[src/rtl/opsel_pipe.sv]
// opsel_pipe: registered operand-select stage for the ALU datapath.
// Picks one of NUM_SRC sources by binary select (out-of-range -> zero,
// sticky sel_err) and registers it behind a valid/ready handshake.
// Build option: define OPSEL_SKID_EN for a two-entry skid buffer with a
// registered in_ready; leave it undefined for a single output register.
module opsel_pipe #(
    parameter int DATA_W  = 8,
    parameter int NUM_SRC = 3,
    parameter int SEL_W   = 2
) (
    input  logic                      clk,
    input  logic                      rst_n,
    input  logic [NUM_SRC*DATA_W-1:0] src,
    input  logic [SEL_W-1:0]          sel,
    input  logic                      in_valid,
    output logic                      in_ready,
    input  logic                      flush,
    output logic [DATA_W-1:0]         out_data,
    output logic                      out_valid,
    input  logic                      out_ready,
    output logic                      sel_err
);

    logic [DATA_W-1:0] sel_val;
    logic              sel_oor;
    logic              accept;
    logic              produce;
    logic              sel_err_q, sel_err_d;
    logic [DATA_W-1:0] main_q, main_d;

    // Select the addressed source; an index with no matching source yields zero.
    always_comb begin
        // NOTE: every variable gets a default first so no path can infer a latch.
        sel_val = '0;
        sel_oor = 1'b1;
        for (int i = 0; i < NUM_SRC; i++) begin
            if (sel == SEL_W'(i)) begin
                sel_val = src[i*DATA_W +: DATA_W];
                sel_oor = 1'b0;
            end
        end
    end

    assign accept   = in_valid && in_ready && !flush;
    assign produce  = out_valid && out_ready;
    assign out_data = main_q;

    // Sticky error: set by an accepted out-of-range select, cleared only by flush.
    always_comb begin
        sel_err_d = sel_err_q;
        if (flush)
            sel_err_d = 1'b0;
        else if (accept && sel_oor)
            sel_err_d = 1'b1;
    end

    assign sel_err = sel_err_q;

`ifdef OPSEL_SKID_EN
    typedef enum logic [1:0] {ST_EMPTY, ST_ONE, ST_TWO} state_e;

    state_e            state_q, state_d;
    logic [DATA_W-1:0] skid_q, skid_d;

    // Both handshake outputs decode the state register, so in_ready never
    // depends combinationally on out_ready.
    assign out_valid = (state_q != ST_EMPTY);
    assign in_ready  = (state_q != ST_TWO);

    // Next-state and datapath loads for the main/skid pair; flush wins.
    always_comb begin
        state_d = state_q;
        main_d  = main_q;
        skid_d  = skid_q;
        if (flush) begin
            state_d = ST_EMPTY;
        end else begin
            unique case (state_q)
                ST_EMPTY: begin
                    if (accept) begin
                        state_d = ST_ONE;
                        main_d  = sel_val;
                    end
                end
                ST_ONE: begin
                    if (accept && produce) begin
                        main_d = sel_val;
                    end else if (accept) begin
                        state_d = ST_TWO;
                        skid_d  = sel_val;
                    end else if (produce) begin
                        state_d = ST_EMPTY;
                    end
                end
                ST_TWO: begin
                    if (produce) begin
                        state_d = ST_ONE;
                        main_d  = skid_q;
                    end
                end
                default: state_d = ST_EMPTY;
            endcase
        end
    end

    // State, operand registers and error flag.
    always_ff @(posedge clk or negedge rst_n) begin
        if (!rst_n) begin
            state_q   <= ST_EMPTY;
            // NOTE: operand registers are reset as well because out_data must read zero out of reset.
            main_q    <= '0;
            skid_q    <= '0;
            sel_err_q <= 1'b0;
        end else begin
            // NOTE: non-blocking assignments so every flop samples pre-edge values.
            state_q   <= state_d;
            main_q    <= main_d;
            skid_q    <= skid_d;
            sel_err_q <= sel_err_d;
        end
    end
`else
    logic out_valid_q, out_valid_d;

    assign out_valid = out_valid_q;
    // A full register can still accept when it is being drained this cycle.
    assign in_ready  = !out_valid_q || out_ready;

    // Single output register: load on accept, empty on produce or flush.
    always_comb begin
        out_valid_d = out_valid_q;
        main_d      = main_q;
        if (flush) begin
            out_valid_d = 1'b0;
        end else if (accept) begin
            out_valid_d = 1'b1;
            main_d      = sel_val;
        end else if (produce) begin
            out_valid_d = 1'b0;
        end
    end

    // Valid flag, operand register and error flag.
    always_ff @(posedge clk or negedge rst_n) begin
        if (!rst_n) begin
            out_valid_q <= 1'b0;
            main_q      <= '0;
            sel_err_q   <= 1'b0;
        end else begin
            out_valid_q <= out_valid_d;
            main_q      <= main_d;
            sel_err_q   <= sel_err_d;
        end
    end
`endif

endmodule

[config.mk]
export PLATFORM = sky130hd
export DESIGN_NAME = opsel_pipe
export DESIGN_NICKNAME = d
export VERILOG_FILES = /design/src/rtl/opsel_pipe.sv
export SDC_FILE = /design/constraint.sdc
export NUM_CORES = 1
export LEC_CHECK = 0
export BUFFER_PORTS_ARGS = -buffer_cell sky130_fd_sc_hd__buf_4
export CAP_MARGIN = 20
export CORE_MARGIN = 2
export CORE_UTILIZATION = 35
export DETAILED_ROUTE_END_ITERATION = 8
export GPL_ROUTABILITY_DRIVEN = 0
export HOLD_SLACK_MARGIN = 0.15
export PLACE_DENSITY = 0.78
export SLEW_MARGIN = 20
export SYNTH_ARGS = -nofsm -noshare
export SYNTH_HDL_FRONTEND = slang
export SYNTH_SLANG_ARGS = --single-unit
[constraint.sdc]
create_clock -name clk -period 1.3 [get_ports clk]
set_input_delay 0.26 -clock clk [delete_from_list [all_inputs] [get_ports clk]]
set_output_delay 0.26 -clock clk [all_outputs]
set_load 0.1 [all_outputs]
Word-level counts from Yosys, hierarchy flattened
Cells that the tools add are included.
{ "word_totals": {"output_inout_bits": 11, "regBits": 10, "word_cells": 28} }
{ "op_classes": {"bitwise_logic": 1, "eq_ne": 2, "reduce_logical": 11, "mux": 11} }
{ "op_table": {"columns": ["operator", "count"], "rows": [
  ["8-bit 2-to-1 mux", 3],
  ["1-bit 2-to-1 mux", 8],
  ["1-bit logical AND", 4],
  ["3-bit nonzero test", 1],
  ["2-bit by 1-bit == test with 1-bit output (second input constant)", 1],
  ["2-bit == test (second input constant)", 1],
  ["1-bit logical NOT", 2],
  ["2-bit logical NOT", 1],
  ["2-bit AND reduction", 1],
  ["2-bit nonzero test", 1],
  ["1-bit logical OR", 1],
  ["1-bit inverter", 1]
]} }

Longest topological paths before layout
Gate-level depths: netlist of run 1.
{ "logic_depth": {"depth_word": 7, "mapped_depth": 5, "ltp_nobuf": 3} }

Worst setup path before layout of run 1
No wires, ideal clock.
{ "synth_timing": {"path_type": "register to register", "from": "reg out_valid_q, in the netlist out_valid", "to": "reg main_q[0], in the netlist out_data[0]", "arrival_ps": 2034, "stages_incl_launch_ff": 5, "slack_ps": -860, "period_less_slack_ps": 2160, "setup_ps": 126, "path_cell_list": "dfrtp_1 > nand2b_4 > and3_4 > buf_6 > mux2_4"} }
{ "synth_between": {"elab_chain_len": 5} }
{ "synth_lines": {"columns": ["item", "line", "source"], "rows": [
  ["from (decl)", "123", "logic out_valid_q, out_valid_d;"],
  ["from (signal assigned)", "150", "out_valid_q <= out_valid_d;"],
  ["1-bit logical NOT", "127", "assign in_ready = !out_valid_q || out_ready;"],
  ["1-bit logical OR", "127", null],
  ["net in_ready", "16", "output logic in_ready,"],
  ["1-bit logical AND (2 in series)", "44", "assign accept = in_valid && in_ready && !flush;"],
  ["2-bit AND reduction (no source line)", null, null],
  ["to (signal assigned)", "151", "main_q <= main_d;"],
  ["to (decl)", "29", "logic [DATA_W-1:0] main_q, main_d;"]
]} }
The timed path passes the listed nets, and every way through them passes these cells.
A chain may end at the register's enable or synchronous reset.

Worst setup path after layout of run 1
{ "layout_timing": {"from": "reg out_valid_q, in the netlist out_valid", "to": "reg main_q[3], in the netlist out_data[3]"} }
{ "layout_between": {"elab_chain_len": 5} }
{ "layout_lines": {"columns": ["item", "line"], "rows": [
  ["1-bit logical NOT", "127"],
  ["1-bit logical OR", "127"],
  ["1-bit logical AND (2 in series)", "44"],
  ["2-bit AND reduction (no source line)", null]
]} }
No other way between the ends.

==> results of run 1 <==
-- worst max-delay path, stage by stage (launching register included) --
cell,delay [ns]
dfrtp_4,0.49
nand2b_4,0.09
and3_4,0.29
mux2_4,0.32
-- kinds of logic (layout without fill, tap and decap cells) --
kind of cell	Yosys count	after routing	synth area share (%)
buffers and inverters	7	49	7.481
and+or+nand+nor	10	10	12.79
AOI/OAI and AO/OA	10	10	8.858
muxes	16	16	31.50
DFF	10	10	39.37
-- power breakdown --
| group | leakage [uW] | internal, uW | switching (uW) |
|---|---|---|---|
| Sequential | 0.000125 | 364 | 36.1 |
| Combinational | 0.000367 | 224 | 495 |
| Clock | 0.0000210 | 170 | 117 |
-- cell usage in the layout (no fill, tap or decap), drive strengths merged --
| cell | count |
|---|---|
| o21ai | 7 |
| dlygate4sd3 | 2 |
| dfrtp | 10 |
| nand3b | 7 |
| inv | 2 |
| mux2i | 8 |
| a32o | 1 |
| nand2b | 1 |
| a21oi | 1 |
| buf | 41 |
| and3 | 1 |
| clkbuf | 4 |
| o22ai | 1 |
| mux2 | 8 |
| nand2 | 1 |
-- registers in the layout (all words and copies together), names as in the netlist --
register and cells:
out_valid 1, sel_err 1, out_data 8
-- cell type report --
type | count | area, sq um | share of cell area, %
repair buffers | 43 | 335.3 | 33.46
flip-flops and latches | 10 | 254.0 | 25.34
inverters | 2 | 7.507 | 0.7491
clock buffers | 4 | 36.28 | 3.620
multi-input cells | 36 | 337.8 | 33.71
well taps | 25 | 31.28 | 3.121
-- how the worst max path moves through the flow --
stage	endpoint	cells after the start	slack [ns]
final	out_data[3]$_DFFE_PN0P_	3	-0.007
after global routing	out_data[5]$_DFFE_PN0P_	3	-0.04
after CTS	out_data[3]$_DFFE_PN0P_	3	-0.02
after detailed placement	out_data[3]$_DFFE_PN0P_	3	0.0008
after global placement	out_data[6]$_DFFE_PN0P_	3	0.04
after floorplan	out_data[0]$_DFFE_PN0P_	4	-0.42
-- per-layer routing --
| metal | routed length [microns] | vias up |
|---|---|---|
| li1 | - | 273 |
| met1 | 722 | 279 |
| met2 | 900 | 25 |
| met3 | 107 | 4 |
| met4 | 42 | 0 |
| met5 | 0 | - |
-- metrics by stage --
| step | instance area (sq um) | hold WS, ns | total power [uW] | util, % | setup WS, ns |
|---|---|---|---|---|---|
| CTS | 1002 | 0.2309 | 1416 | 58.68 | -0.01986 |
| floorplan | 643.1 | -0.03559 | 933.9 | - | -0.4170 |
| detailed placement | 938.4 | 0.09974 | 1120 | 54.95 | 0.0007758 |
| global placement | 938.4 | 0.09179 | 1106 | 54.95 | 0.03849 |
| finish | 1002 | 0.2323 | 1406 | 58.68 | -0.007297 |
| global route | 1002 | 0.2434 | 1458 | 58.68 | -0.03743 |
-- what timing repair did --
item | CTS | global route
hold endpoints to repair | 11 | 0
resized for setup | 2 | 0
pin swaps | 1 | 0
hold buffers | 2 | 0
setup endpoints to repair | 5 | 9
==> out/metrics.cfg, run 1 <==
[outcome]
status=complete, but fails checks
violations=setup timing

[finish]
diodes=0
final_nets=127
drive_above_1_share_pct=58.95
finalNonFillerCells=120
nFillCells=151
area_delta_synth_final_pct=57.68

[sta]
tightest_slew_ns=0.2831
slew_headroom_pct=81.28
fin_skew_ns=0.0008575
period_share_pct=100.6
timing.fmax_ghz=0.7649
setup-tns-final_ns=-0.02253
layout_min_cycle_time_ns=1.307
setup_viol=5
rsz0062_at_grt=true
finalMaxSlewViolations=0
setup_ws_ns=-0.007297
hold_violations=0

[route]
drt_iter0_drc=6
ant_nets=0
dr.pass1.iters=4
routed_via_density=4.842
route.detailed.drc=0
vias=581
wl_mm=1.772
post_drt_wl_per_cell_microns=14.77

[power_and_ir_drop]
vdd_drop_max_v=0.0007506
power-per-cell-area_nw_per_um2=1403
leakagePower_uw=0.0005127

[clocking]
cts_made_buffers=3
cts_setup_buffers=0
cts_buffer_depth=2
path_clk_slew_ns=0.07
cts_sinks=10
htree_levels=1
cts_tree=built
clockRootBuffer=clkbuf_4
clkLatencyLatePin_ns=0.27

[setup_path]
path_max_fanout=9
arrival_ns=1.46
rrSetupSlack_ns=-0.007
worstPathRequired_ns=1.46
r2r_end=out_data[3]$_DFFE_PN0P_
rr_startpoint=out_valid$_DFFE_PN0P_
cp-end-kind=register
crit_start=out_valid$_DFFE_PN0P_
rr_worst_depth=3
cp-start-kind=register
setup.worst_path.class=register to register

[logic_synthesis]
ys_types=16
synth_area_sq_um=635.6
ys.flop_type=dfrtp_1
yosysMostFrequentCell=dfrtp_1
synth_edf_count=0
synth_seq_area_share_pct=39.37
syn_inst=53
ys_seq_elements=10
yosys.area.top_type=dfrtp_1
yosysWarnings=0
avgSynthCellArea_sq_um=11.99
synth_nets=84
async_flop_share_pct=100.0
synth_common_cells=dfrtp_1, mux2_4, mux2i_1
synthTopCellsByArea=dfrtp_1, mux2_4, mux2i_1
synth_top_area_share_pct=39.37

[die]
num_rows=15
die_h_microns=46.62
core-area_sq_um=1708
dieArea_sq_um=2173
start_util_pct=37.22
die_w_microns=46.62
io_pins=42

[placed_design]
portBuffers=41
dp_cells=114

[grt]
grt_max_degree=18
grtUsageMet3_pct=4.706
use_met2_pct=28.06
grt_use_met1_pct=21.29
antenna_found_initial=0
grt.overflow.total=0
grt.busiest_layer=met2
grt_pass1_wl_mm=2.497
grt_usage_pct=17.63
grt_pass1_vias=552

[job]
maxCapViolations=0

[hold_path]
min_to=out_valid$_DFFE_PN0P_
hp-start=in_valid
whs_path_depth=3
min_path_type=primary input to register

No activity file was read; power rests on OpenSTA's default activity.
==> run 2, diff against run 1 <==
Settings changed: CORE_UTILIZATION 35 to 25, PLACE_DENSITY 0.78 to 0.61.
==> run 2 against run 1 <==
Compared with the run above:
- the run still ends with setup timing left
- total power is 5.4% lower
- via count is 5.3% lower
- sequential share of layout area is 0.095 points higher
- critical path type unchanged
- clock power is 23% lower
==> out/metrics.cfg, run 2 (same netlist as run 1, synthesis figures left out) <==
[clocking]
cts_made_buffers=3  ; unchanged
cts_buffer_depth=2  ; unchanged
htree_levels=1  ; unchanged
clkLatencyLatePin_ns=0.26  ; was 0.27 ns
cts_tree=built  ; unchanged
clockRootBuffer=clkbuf_4  ; unchanged
cts_sinks=10  ; unchanged
cts_setup_buffers=0  ; unchanged
path_clk_slew_ns=0.07  ; about the same

[sta]
rsz0062_at_grt=true  ; unchanged
setup_ws_ns=-0.005168  ; was -0.007297 ns
tightest_slew_ns=0.2809  ; was 0.2831 ns
finalMaxSlewViolations=0  ; unchanged
fin_skew_ns=0.005841  ; was 0.0008575 ns
setup_viol=5  ; unchanged
period_share_pct=100.4  ; was 100.6%
slew_headroom_pct=81.43  ; was 81.28%
timing.fmax_ghz=0.7662  ; was 0.7649 GHz
layout_min_cycle_time_ns=1.305  ; was 1.307 ns
hold_violations=0  ; unchanged

[route]
vias=550  ; was 581
drt_iter0_drc=5  ; was 6
dr.pass1.iters=2  ; was 4
route.detailed.drc=0  ; unchanged
post_drt_wl_per_cell_microns=12.54  ; was 14.77 microns
routed_via_density=4.400  ; was 4.842
ant_nets=0  ; unchanged
wl_mm=1.567  ; was 1.772 mm

[die]
die_w_microns=54.42  ; was 46.62 microns
start_util_pct=26.13  ; was 37.22%
die_h_microns=54.42  ; was 46.62 microns
io_pins=42  ; unchanged
num_rows=18  ; was 15
dieArea_sq_um=2962  ; was 2173 sq um
core-area_sq_um=2432  ; was 1708 sq um

[grt]
grt_usage_pct=11.16  ; was 17.63%
grt_pass1_wl_mm=2.373  ; was 2.497 mm
grt_pass1_vias=547  ; was 552
antenna_found_initial=0  ; unchanged
grt_max_degree=18  ; unchanged
grt.overflow.total=0  ; unchanged

[power_and_ir_drop]
leakagePower_uw=0.0005067  ; was 0.0005127 uW
power-per-cell-area_nw_per_um2=1332  ; was 1403 nW/um^2
vdd_drop_max_v=0.0008228  ; was 0.0007506 V

[placed_design]
dp_cells=119  ; was 114
postPlaceCellArea_sq_um=944.7  ; was 938.4 sq um
portBuffers=41  ; unchanged
dpl.hpwl_mm=1.185
pre_cts_ws_ns=0.006554  ; was 0.0007758 ns

[finish]
area_delta_synth_final_pct=57.09  ; was 57.68%
layout_commonest_cell=buf_4  ; unchanged
finalNonFillerCells=125  ; was 120
drive_above_1_share_pct=57.89  ; was 58.95%
final_area_sq_um=998.5  ; was 1002 sq um
final_nets=127  ; unchanged
final_cell_mix=buf_4, dfrtp_1, mux2i_1, mux2_4, nand3b_1  ; unchanged
largest_reg_flops=8  ; unchanged
diodes=0  ; unchanged

[job]
maxCapViolations=0  ; unchanged

[setup_path]
cp-end-kind=register  ; unchanged
arrival_ns=1.45  ; was 1.46 ns
worstPathRequired_ns=1.44  ; was 1.46 ns
cp-start-kind=register  ; unchanged
setup.worst_path.class=register to register  ; unchanged
path_max_fanout=9  ; unchanged
rrSetupSlack_ns=-0.005  ; was -0.007 ns

[hold_path]
min_path_type=primary input to register  ; unchanged

[outcome]
status=complete, but fails checks  ; unchanged
violations=setup timing  ; unchanged

## run 2: cell counts in the layout (fill, tap and decap cells not counted)
No cell type changed its count.
## run 2: worst paths after layout
check	start	endpoint	cells after the start
max in group asynchronous	rst_n	out_valid$_DFFE_PN0P_	2
min reg2reg	sel_err$_DFFE_PN0P_	sel_err$_DFFE_PN0P_	1
max	out_valid$_DFFE_PN0P_	out_data[2]$_DFFE_PN0P_	3
min in group asynchronous	rst_n	out_data[3]$_DFFE_PN0P_	2
max reg2reg	out_valid$_DFFE_PN0P_	out_data[2]$_DFFE_PN0P_	3
min	in_valid	out_valid$_DFFE_PN0P_	3
## run 2: repair_timing
| action | in CTS | in global routing |
|---|---|---|
| pin swaps | 1 | 1 |
| cloned | 0 | 0 |
| gates resized for setup | 2 | 0 |
| hold buffers | 2 | 0 |
| endpoints found under the hold margin | 11 | 0 |
| setup endpoints to repair | 8 | 9 |
## run 2: per-stage QoR
stage               power, uW  hold WS (ns)  setup TNS [ns]  util (%)
floorplan               933.9      -0.03559          -3.665         -
global placement         1108       0.09369               0     38.84
detailed placement       1110       0.09670               0     38.84
CTS                      1349        0.2316         -0.1263     41.05
global route             1395        0.2277         -0.2675     41.05
finish                   1330        0.2442        -0.01385     41.05
## run 2: layout make-up
cell class              instances  area (sq um)
repair buffers                 43         335.3
well taps                      30         37.54
inverters                       2         7.507
fillers                       243          1434
clock buffers                   4         26.28
flip-flops and latches         10         254.0
multi-input cells              36         337.8
## run 2: worst max-delay path: stages, from the launching register on
cell,delay [ns]
dfrtp_4,0.49
nand2b_4,0.09
and3_4,0.29
mux2_4,0.32
## run 2: report_power, final
part           leakage (uW)  internal [uW]  switching (uW)
clock network     0.0000150            118             102
registers          0.000125            364            30.9
logic              0.000367            224             490
total              0.000507            706             623
## run 2: per-layer routing
| metal | global-route usage (%) | vias to the layer above | routed length, microns |
|---|---|---|---|
| li1 | - | 275 | - |
| met1 | 14.29 | 248 | 703 |
| met2 | 19.08 | 27 | 711 |
| met3 | 2.459 | 0 | 152 |
| met4 | 2.500 | 0 | 0 |
| met5 | 0 | - | 0 |
==> run 3, diff against run 2 <==
Settings changed: SKIP_CTS_REPAIR_TIMING set to 1.
==> run 3 against run 2 <==
Compared with the run above:
- the flow still finishes with violations (setup timing)
- die area did not move
- first-iteration DRC count rose by 60%
- clock power barely moved
- combinational power barely moved
- via count rose by 0.91%
- global-route usage fell by 0.11 points
- utilization did not move
- sequential share of layout area did not move
- worst setup slack got worse by 0.0056 ns
- critical path depth did not move
- highest routed layer unchanged
==> out/metrics.cfg, run 3 (same netlist as run 1, synthesis figures left out) <==
[finish]
nFillCells=243  ; unchanged
final_cell_mix=buf_4, dfrtp_1, mux2i_1, mux2_4, nand3b_1  ; unchanged
layout_commonest_cell=buf_4  ; unchanged
largest_reg_flops=8  ; unchanged
finish.utilization_pct=41.05  ; unchanged
area_delta_synth_final_pct=57.09  ; unchanged
final_nets=127  ; unchanged
drive_above_1_share_pct=57.89  ; unchanged
diodes=0  ; unchanged

[outcome]
status=complete, but fails checks  ; unchanged
violations=setup timing  ; unchanged

[power_and_ir_drop]
switching_share_pct=46.89  ; was 46.88%
clockPowerShare_pct=16.6  ; about the same
p_int_uw=706.4  ; about the same
leakagePower_uw=0.0005067  ; about the same
power-per-cell-area_nw_per_um2=1332  ; about the same
vdd_drop_max_v=0.0008229  ; was 0.0008228 V
p_switching_uw=623.7  ; was 623.4 uW
p_seq_share_pct=29.7  ; about the same
p_comb_share_pct=53.7  ; about the same

[die]
io_pins=42  ; unchanged
start_util_pct=26.13  ; unchanged
core-area_sq_um=2432  ; unchanged
num_rows=18  ; unchanged
die_w_microns=54.42  ; unchanged
dieArea_sq_um=2962  ; unchanged
die_h_microns=54.42  ; unchanged

[route]
highest_layer=met3  ; unchanged
route.detailed.drc=0  ; unchanged
ant_nets=0  ; unchanged
met2_length_microns=695  ; was 711 microns
routed_via_density=4.440  ; was 4.400
post_drt_wl_per_cell_microns=12.50  ; was 12.54 microns
wl_met1_microns=712  ; was 703 microns
drt_iter0_drc=8  ; was 5
vias=555  ; was 550
wl_mm=1.563  ; was 1.567 mm
dr.pass1.iters=3  ; was 2
met3_length_microns=155  ; was 152 microns

[sta]
setup_ws_ns=-0.01075  ; was -0.005168 ns
rsz0062_at_grt=true  ; unchanged
hold_violations=0  ; unchanged
setup_viol=8  ; was 5
timing.fmax_ghz=0.7629  ; was 0.7662 GHz
period_share_pct=100.8  ; was 100.4%
slew_headroom_pct=81.43  ; about the same
layout_min_cycle_time_ns=1.311  ; was 1.305 ns
fin_skew_ns=0.005267  ; was 0.005841 ns
whs_ns=0.2424  ; was 0.2442 ns
finalMaxSlewViolations=0  ; unchanged
tightest_slew_ns=0.2809  ; about the same

[clocking]
htree_levels=1  ; unchanged
clockRootBuffer=clkbuf_4  ; unchanged
clkLatencyLatePin_ns=0.26  ; about the same
cts_made_buffers=3  ; unchanged
cts_buffer_depth=2  ; unchanged
cts_sinks=10  ; unchanged
path_clk_slew_ns=0.07  ; about the same
cts_tree=built  ; unchanged

[grt]
grt_usage_pct=11.05  ; was 11.16%
grt_max_degree=18  ; unchanged
grt.overflow.total=0  ; unchanged
grt_pass1_vias=539  ; was 547
grt_pass1_wl_mm=2.346  ; was 2.373 mm
antenna_found_initial=0  ; unchanged

[hold_path]
whs_path_depth=3  ; unchanged
min_path_type=primary input to register  ; unchanged

[setup_path]
path_max_fanout=9  ; unchanged
rr_worst_depth=3  ; unchanged
arrival_ns=1.45  ; about the same
setup.worst_path.class=register to register  ; unchanged
worstPathRequired_ns=1.44  ; about the same
cp-end-kind=register  ; unchanged
cp-start-kind=register  ; unchanged

[job]
maxCapViolations=0  ; unchanged

[placed_design]
portBuffers=41  ; unchanged
pre_cts_ws_ns=0.006554  ; unchanged
dpl.hpwl_mm=1.185  ; unchanged

run 3: layer usage:
| metal | vias up | global-route usage (%) |
|---|---|---|
| met5 | - | 0 |
| met4 | 0 | 2.500 |
| met3 | 0 | 2.459 |
| met2 | 27 | 18.88 |
| met1 | 252 | 14.12 |
| li1 | 276 | - |
run 3: worst max-delay path, stage by stage, from the launching register on:
cell and delay, ns:
dfrtp_4 0.49, nand2b_4 0.09, and3_4 0.30, mux2_4 0.32
run 3: area by class of cell:
class / count / area (sq um) / share of cell area, %
Clock buffer: 4 / 26.28 / 2.632
Inverter: 2 / 7.507 / 0.7519
Multi-Input combinational cell: 36 / 337.8 / 33.83
Sequential cell: 10 / 254.0 / 25.44
Tap cell: 30 / 37.54 / 3.759
Timing Repair Buffer: 43 / 335.3 / 33.58
run 3: final timing paths:
| kind | start | end | slack, ns |
|---|---|---|---|
| worst max-delay path | out_valid$_DFFE_PN0P_ | out_data[2]$_DFFE_PN0P_ | -0.01 |
| worst max register to register | out_valid$_DFFE_PN0P_ | out_data[2]$_DFFE_PN0P_ | -0.01 |
| max in group asynchronous | rst_n | out_valid$_DFFE_PN0P_ | 0.79 |
| min in group asynchronous | rst_n | out_data[3]$_DFFE_PN0P_ | 0.36 |
| worst min register to register | sel_err$_DFFE_PN0P_ | sel_err$_DFFE_PN0P_ | 0.51 |
| worst min-delay path | in_valid | out_valid$_DFFE_PN0P_ | 0.24 |
run 3: power groups by stage:
| stage | clock (uW) | combinational (uW) | sequential, uW |
|---|---|---|---|
| 2_1_floorplan | 0 | 158 | 776 |
| 3_3_place_gp | 0 | 703 | 405 |
| 3_5_place_dp | 0 | 710 | 400 |
| 4_1_cts | 234 | 712 | 396 |
| 5_1_grt | 252 | 743 | 400 |
| 6_report | 221 | 715 | 394 |
run 3: stage by stage:
stage	total power, uW	cells	setup TNS [ns]	instance area [sq um]
finish	1330	125	-0.05138	998.5
CTS	1342	123	-0.1273	970.9
detailed placement	1110	119	0	944.7
floorplan	933.9	53	-3.665	643.1
global placement	1108	119	0	944.7
global route	1395	125	-0.3175	998.5
